### config.mk
export PLATFORM = sky130hd
export DESIGN_NAME = mem_access_stage
export DESIGN_NICKNAME = d
export VERILOG_FILES = /design/src/rtl/mem_access_stage.sv
export SDC_FILE = /design/constraint.sdc
export NUM_CORES = 1
export LEC_CHECK = 0
export CORE_UTILIZATION = 55
export CTS_BUF_LIST = sky130_fd_sc_hd__clkbuf_4 sky130_fd_sc_hd__clkbuf_8 sky130_fd_sc_hd__clkbuf_16
export CTS_CLUSTER_SIZE = 20
export DETAILED_ROUTE_END_ITERATION = 8
export DONT_BUFFER_PORTS = 1
export PLACE_DENSITY = 0.7
export SLEW_MARGIN = 20
export SYNTH_ARGS = -nofsm -noshare
export SYNTH_HDL_FRONTEND = slang
export SYNTH_SLANG_ARGS = --single-unit
export TNS_END_PERCENT = 30
### constraint.sdc
create_clock -name clk_i -period 2.7 [get_ports clk_i]
set_input_delay 0.54 -clock clk_i [delete_from_list [all_inputs] [get_ports clk_i]]
set_output_delay 0.54 -clock clk_i [all_outputs]
set_load 0.005 [all_outputs]
### src/rtl/mem_access_stage.sv
// Memory-stage controller: runs a req/ack handshake with a variable-latency
// data memory, stalls the upstream pipeline while an access is outstanding,
// and registers the MEM/WB pipeline outputs consumed by write-back.
module mem_access_stage #(
    parameter int unsigned TIMEOUT_CYC = 255
) (
    input  logic        clk_i,
    input  logic        rst_i,
    input  logic        RegWrite_i,
    input  logic        MemtoReg_i,
    input  logic        MemRead_i,
    input  logic        MemWrite_i,
    input  logic [31:0] ALUout_i,
    input  logic [31:0] DM_writedata_i,
    input  logic [4:0]  rd_i,
    output logic        dm_req_o,
    output logic        dm_we_o,
    output logic [31:0] dm_addr_o,
    output logic [31:0] dm_wdata_o,
    input  logic        dm_ack_i,
    input  logic [31:0] dm_rdata_i,
    output logic        stall_o,
    output logic        RegWrite_o,
    output logic        MemtoReg_o,
    output logic [31:0] ALUout_o,
    output logic [31:0] MemData_o,
    output logic [4:0]  rd_o,
    output logic        timeout_o
);

    typedef enum logic {
        S_IDLE,
        S_WAIT
    } state_t;

    localparam logic [15:0] LAST_CNT = 16'(TIMEOUT_CYC - 1);

    state_t      state;
    state_t      state_nxt;
    logic [15:0] wait_cnt;
    logic        access;
    logic        start;
    logic        done;
    logic        timeout_hit;
    logic        stall;

    // Next-state decode plus the combinational stall / completion strobes.
    always_comb begin
        state_nxt   = state;
        access      = MemRead_i | MemWrite_i;
        start       = 1'b0;
        done        = 1'b0;
        timeout_hit = 1'b0;
        stall       = 1'b0;
        case (state)
            S_IDLE: begin
                if (access) begin
                    start     = 1'b1;
                    stall     = 1'b1;
                    state_nxt = S_WAIT;
                end
            end
            S_WAIT: begin
                if (dm_ack_i) begin
                    done = 1'b1;
                end else if (wait_cnt == LAST_CNT) begin
                    done        = 1'b1;
                    timeout_hit = 1'b1;
                end else begin
                    stall = 1'b1;
                end
                if (done) begin
                    state_nxt = S_IDLE;
                end
            end
            default: state_nxt = S_IDLE;
        endcase
    end

    // Stall is gated by reset so it reads 0 while reset is held, even with an
    // access pending on the EX/MEM inputs.
    assign stall_o = stall & rst_i;

    // FSM state register.
    always_ff @(posedge clk_i or negedge rst_i) begin
        if (!rst_i) begin
            state <= S_IDLE;
        end else begin
            state <= state_nxt;
        end
    end

    // Memory request registers, wait counter, MEM/WB registers and sticky timeout.
    always_ff @(posedge clk_i or negedge rst_i) begin
        if (!rst_i) begin
            dm_req_o   <= 1'b0;
            dm_we_o    <= 1'b0;
            dm_addr_o  <= '0;
            dm_wdata_o <= '0;
            wait_cnt   <= '0;
            RegWrite_o <= 1'b0;
            MemtoReg_o <= 1'b0;
            ALUout_o   <= '0;
            MemData_o  <= '0;
            rd_o       <= '0;
            timeout_o  <= 1'b0;
        end else begin
            if (start) begin
                dm_req_o   <= 1'b1;
                dm_we_o    <= MemWrite_i;
                dm_addr_o  <= ALUout_i;
                dm_wdata_o <= DM_writedata_i;
                wait_cnt   <= '0;
            end else if (state == S_WAIT) begin
                if (done) begin
                    dm_req_o <= 1'b0;
                end else begin
                    wait_cnt <= wait_cnt + 16'd1;
                end
            end

            // EX/MEM is frozen while stalled, so it still holds the completing
            // instruction when the stall drops.
            if (stall) begin
                RegWrite_o <= 1'b0;
                MemtoReg_o <= 1'b0;
                ALUout_o   <= '0;
                MemData_o  <= '0;
                rd_o       <= '0;
            end else begin
                RegWrite_o <= RegWrite_i;
                MemtoReg_o <= MemtoReg_i;
                ALUout_o   <= ALUout_i;
                rd_o       <= rd_i;
                MemData_o  <= (done && dm_ack_i && !dm_we_o) ? dm_rdata_i : '0;
            end

            if (timeout_hit) begin
                timeout_o <= 1'b1;
            end
        end
    end

endmodule

# Yosys cells after proc, flatten, opt, wreduce, memory -nomap -nowiden
# Index checks and enable logic that the tools add are counted.
# classes
n_addsub	1
eq_ne	2
muxes	25
bitwise	3
reduce_logical	7
# ops
operator	n
$mux 32	3
$mux 16	3
$add 16x1->16 const B	1
$eq 16x8->1 const B	1
$mux 1	16
$mux 5	1
$pmux 1 s2	2
$reduce_and 2->1	2
$reduce_bool 2->1	2
$logic_and 1x1->1	2
$ne 2x2->1 const B	1
$and 1x1->1	1
$logic_not 1->1	1
$not 1->1	1
$or 1x1->1	1
# totals
reg_bits	155
inputBits	108
out_inout_bits	139
word_cells	50

# Depth between registers and ports, before layout
# logic_depth
depth_word	9
mapped_depth	7
depth_no_buf	6

# Least setup slack after synthesis
# Ideal clock, no wire load.
# synth_timing
kind	reg2out
start	register wait_cnt[11]
end	output stall_o
arrival_ns	1.675
t_required_ns	2.160
setup_slack_ns	0.485
path_stages_with_launch	5
n_path_buf	0
path_cell_list	dfrtp_1 > or4_4 > nor4_4 > o21a_4 > nor2b_1
# synth_via
elab_chain_cells	5
# synth_rtl
element	line	text
start, declared	40	logic [15:0] wait_cnt;
start signal, assigned	118	wait_cnt <= wait_cnt + 16'd1;
$eq 16x8->1	66	end else if (wait_cnt == LAST_CNT) begin
$mux 1	66	
$mux 1	64	if (dm_ack_i) begin
$pmux 1 s2	55	case (state)
$and 1x1->1	82	assign stall_o = stall & rst_i;
end, declared	22	output logic stall_o,
# Every way passes these cells.

# Worst setup path in the final report
# Ends and elaborated chain as after synthesis.

==> reports/metrics.cfg <==
[worst_setup_path]
worst-r2r-setup-slack_ns = 0.63
startpoint = wait_cnt[11]
worstRegToRegCells = 5
cp.arrival_ns = 2.04
worstPathMaxFanout = 5
end_kind = output port
timing.rr.end = ALUout_o[3]
path_class = flip-flop to output port
rr_startpoint = wait_cnt[11]
worst_setup_path_start_kind = flip-flop
timing.critical_path.required_ns = 2.16

[routing]
drt_iter0_markers = 343
route.antenna.remaining_nets = 0
route.detailed.drc = 0
dr_total_vias = 3688
wl_um = 12600
detailedRoute.firstPassIterationCount = 6
detail_route.vias_per_cell = 5.45
avgRoutedWirePerCell_um = 18.5

[clock_tree]
postCtsSetupBuffers = 0
cts_root_buffer = sky130_fd_sc_hd__clkbuf_8
clk_path_buf_depth = 2
postCtsResizedCells = 0
cts_tree = yes
number_of_buffers_inserted_during_clock_tree_synthesis = 17
number_of_levels_the_h_tree_was_split_into = 4
worst_setup_hold_path_clk_slew_ns = 0.06
clock_latency_ns = 0.52
clock_sink_total = 155

[finish]
most-common-layout-cells = 205 x sky130_fd_sc_hd__nand2_1, 155 x sky130_fd_sc_hd__dfrtp_1, 71 x sky130_fd_sc_hd__and2_1
fillCellCount = 769
design_area_um2 = 6450
drive_gt1_frac = 0.0810
mostFrequentLayoutCell = sky130_fd_sc_hd__nand2_1
final_cell_count_no_fill = 677
nets = 641
syn2layout_area_growth_pct = 12.2

[power_and_ir_drop]
share_comb_of_total_power = 0.120
p_sw_frac = 0.281
p_leak_uw = 0.00327
ir_drop_uv = 441
power.total_uw = 6310
power.clock.fraction = 0.369
netSwitchingPower_uw = 1770
pwr_density_nw_per_um2 = 978
cell_internal_pwr_uw = 4540
seqPwrFrac = 0.511

[hold_path]
timing.hold.worst.class = primary input to async pin

[die]
initial_utilization = 0.578
die_height_um = 104
placementRows = 36
design.core.area_um2 = 9950
pin_count = 247
floorplan.die.width_um = 104
die-area_um2 = 10900

[yosys]
post_synth_inst_count = 530
number_of_enable_type_register_cells_in_the_synthesized_netlist = 0
synthArstFlopShare = 1.00
most_area_consuming_cells_after_synthesis = sky130_fd_sc_hd__dfrtp_1 67%, sky130_fd_sc_hd__nand2_1 13%, sky130_fd_sc_hd__and2_1 7.7%
synth.cell_area_um2 = 5750
synth_cell_types = 35
seq_area_frac_synth = 0.674
ys.warnings.count = 0
ys_seq_elements = 155
fraction_of_synthesized_cell_area_taken_by_the_top_area_cell_type = 0.674
ys_dominant_reg_cell = sky130_fd_sc_hd__dfrtp_1
synthDominantAreaCellType = sky130_fd_sc_hd__dfrtp_1
mappedNetlistNets = 640
synth_area_per_cell_um2 = 10.9

[grt]
track_usage = 0.244
first_global_vias = 3697
grt_pass1_wl_um = 20000
gr-total-overflow = 0
maximum_number_of_pins_on_one_net_before_global_route_repair = 157
initial_antenna_violation_count = 1

[placed_design]
placed_cells = 645
postPlaceCellArea_um2 = 5870
hpwlAfterDp_um = 8420
finalWeightedCongestion = 0.780
io_buffer_count = 0

[sta]
timing_max_transition_violations_final = 0
timing_hold_violations_final = 155
setup-tns-final_ns = 0
finalCriticalPeriod_ns = 2.58
timing.slew.headroom = 0.575
final.hold.worst_slack_ns = -0.284
clock_tree_skew_after_final_layout_ns = 0.00796
achievable-frequency_ghz = 0.388
setup_viol = 0
final_min_period_over_clock_period = 0.955
worst_margin_pin_slew_ns = 0.635
rsz0062_at_grt = false

[outcome]
outcome = finished, violations left
failed_checks = negative hold slack

[flow_run]
reported_max_cap_violation_count = 0

-- per-layer routing --
layer  GRT usage  wire [µm]  part of all wire
met3      0.0959       1250             0.099
met5           0          0                 0
met1       0.287       4790              0.38
met2       0.393       6250              0.50
met4       0.112        257             0.020
-- cells in the mapped netlist (2+ instances only) --
| master | number |
|---|---|
| sky130_fd_sc_hd__mux2i_1 | 6 |
| sky130_fd_sc_hd__or2_2 | 2 |
| sky130_fd_sc_hd__nand4b_1 | 2 |
| sky130_fd_sc_hd__nand4_1 | 2 |
| sky130_fd_sc_hd__a21oi_1 | 6 |
| sky130_fd_sc_hd__dfrtp_1 | 155 |
| sky130_fd_sc_hd__clkbuf_1 | 16 |
| sky130_fd_sc_hd__buf_6 | 5 |
| sky130_fd_sc_hd__o21ai_0 | 5 |
| sky130_fd_sc_hd__nand2b_1 | 3 |
| sky130_fd_sc_hd__nor4b_1 | 2 |
| sky130_fd_sc_hd__o31ai_1 | 4 |
| sky130_fd_sc_hd__nand3_1 | 4 |
| sky130_fd_sc_hd__and2_1 | 71 |
| sky130_fd_sc_hd__buf_1 | 3 |
| sky130_fd_sc_hd__nor2b_1 | 2 |
| sky130_fd_sc_hd__o21a_1 | 3 |
| sky130_fd_sc_hd__ha_1 | 2 |
| sky130_fd_sc_hd__nor3_1 | 3 |
| sky130_fd_sc_hd__nor2_1 | 4 |
| sky130_fd_sc_hd__or3_1 | 3 |
| sky130_fd_sc_hd__inv_1 | 4 |
| sky130_fd_sc_hd__and3_1 | 3 |
| sky130_fd_sc_hd__or4_1 | 3 |
| sky130_fd_sc_hd__a21o_1 | 3 |
| sky130_fd_sc_hd__nand2_1 | 205 |
-- worst max-delay path by stage --
stage | to | slack (ns) | cells past startpoint
6_report | stall_o | 0.12 | 4
5_1_grt | stall_o | 0.04 | 4
4_1_cts | stall_o | 0.08 | 4
3_5_place_dp | ALUout_o[3] | 0.64 | 5
3_3_place_gp | stall_o | 0.68 | 4
2_1_floorplan | stall_o | 0.48 | 4
-- cells by family after synthesis --
kind of cell    count (synthesis)  share of synthesized area
mux                             7                     0.0124
fa+ha+maj                       2                    0.00435
compound gates                 24                     0.0281
flops                         155                      0.674
simple gates                  314                      0.256
buf+inv                        28                     0.0248
-- final cells by class --
type,instances,area [µm²],share of cell area
diodes,1,2.50,0.000388
flip-flops and latches,155,3880,0.601
well taps,133,166,0.0258
repair buffers,6,70.1,0.0109
clock buffers,20,437,0.0676
multi-input cells,347,1740,0.269
clock inverters,11,146,0.0227
inverters,4,15.0,0.00233
-- metrics by stage --
step	setup slack, ns	util
2_1_floorplan	0.485	-
3_3_place_gp	0.683	0.590
3_5_place_dp	0.639	0.590
4_1_cts	0.0799	0.648
5_1_grt	0.0372	0.648
6_report	0.122	0.648
-- flip-flops by register name, indices dropped and copies added (netlist names) --
register    flops
MemData_o      32
RegWrite_o      1
dm_req_o        1
dm_addr_o      32
wait_cnt       16
ALUout_o       32
rd_o            5
MemtoReg_o      1
timeout_o       1
dm_we_o         1
dm_wdata_o     32
state           1
-- critical path, cell delays in order, from the launching register on --
cell and delay, ns:
sky130_fd_sc_hd__dfrtp_1 0.41, sky130_fd_sc_hd__or4_4 0.57, sky130_fd_sc_hd__nor4_4 0.31, sky130_fd_sc_hd__o21a_4 0.16
sky130_fd_sc_hd__nor2b_1 0.07
-- power groups by stage --
| stage | Sequential, µW | Clock (µW) | Combinational (µW) |
|---|---|---|---|
| after floorplan | 3120 | 0 | 616 |
| after CTS | 3240 | 2370 | 765 |
| after global placement | 3260 | 0 | 711 |
| after global routing | 3280 | 2480 | 871 |
| after detailed placement | 3270 | 0 | 756 |
| final | 3230 | 2330 | 757 |
Note: power is estimated with default switching activity, not from simulation.
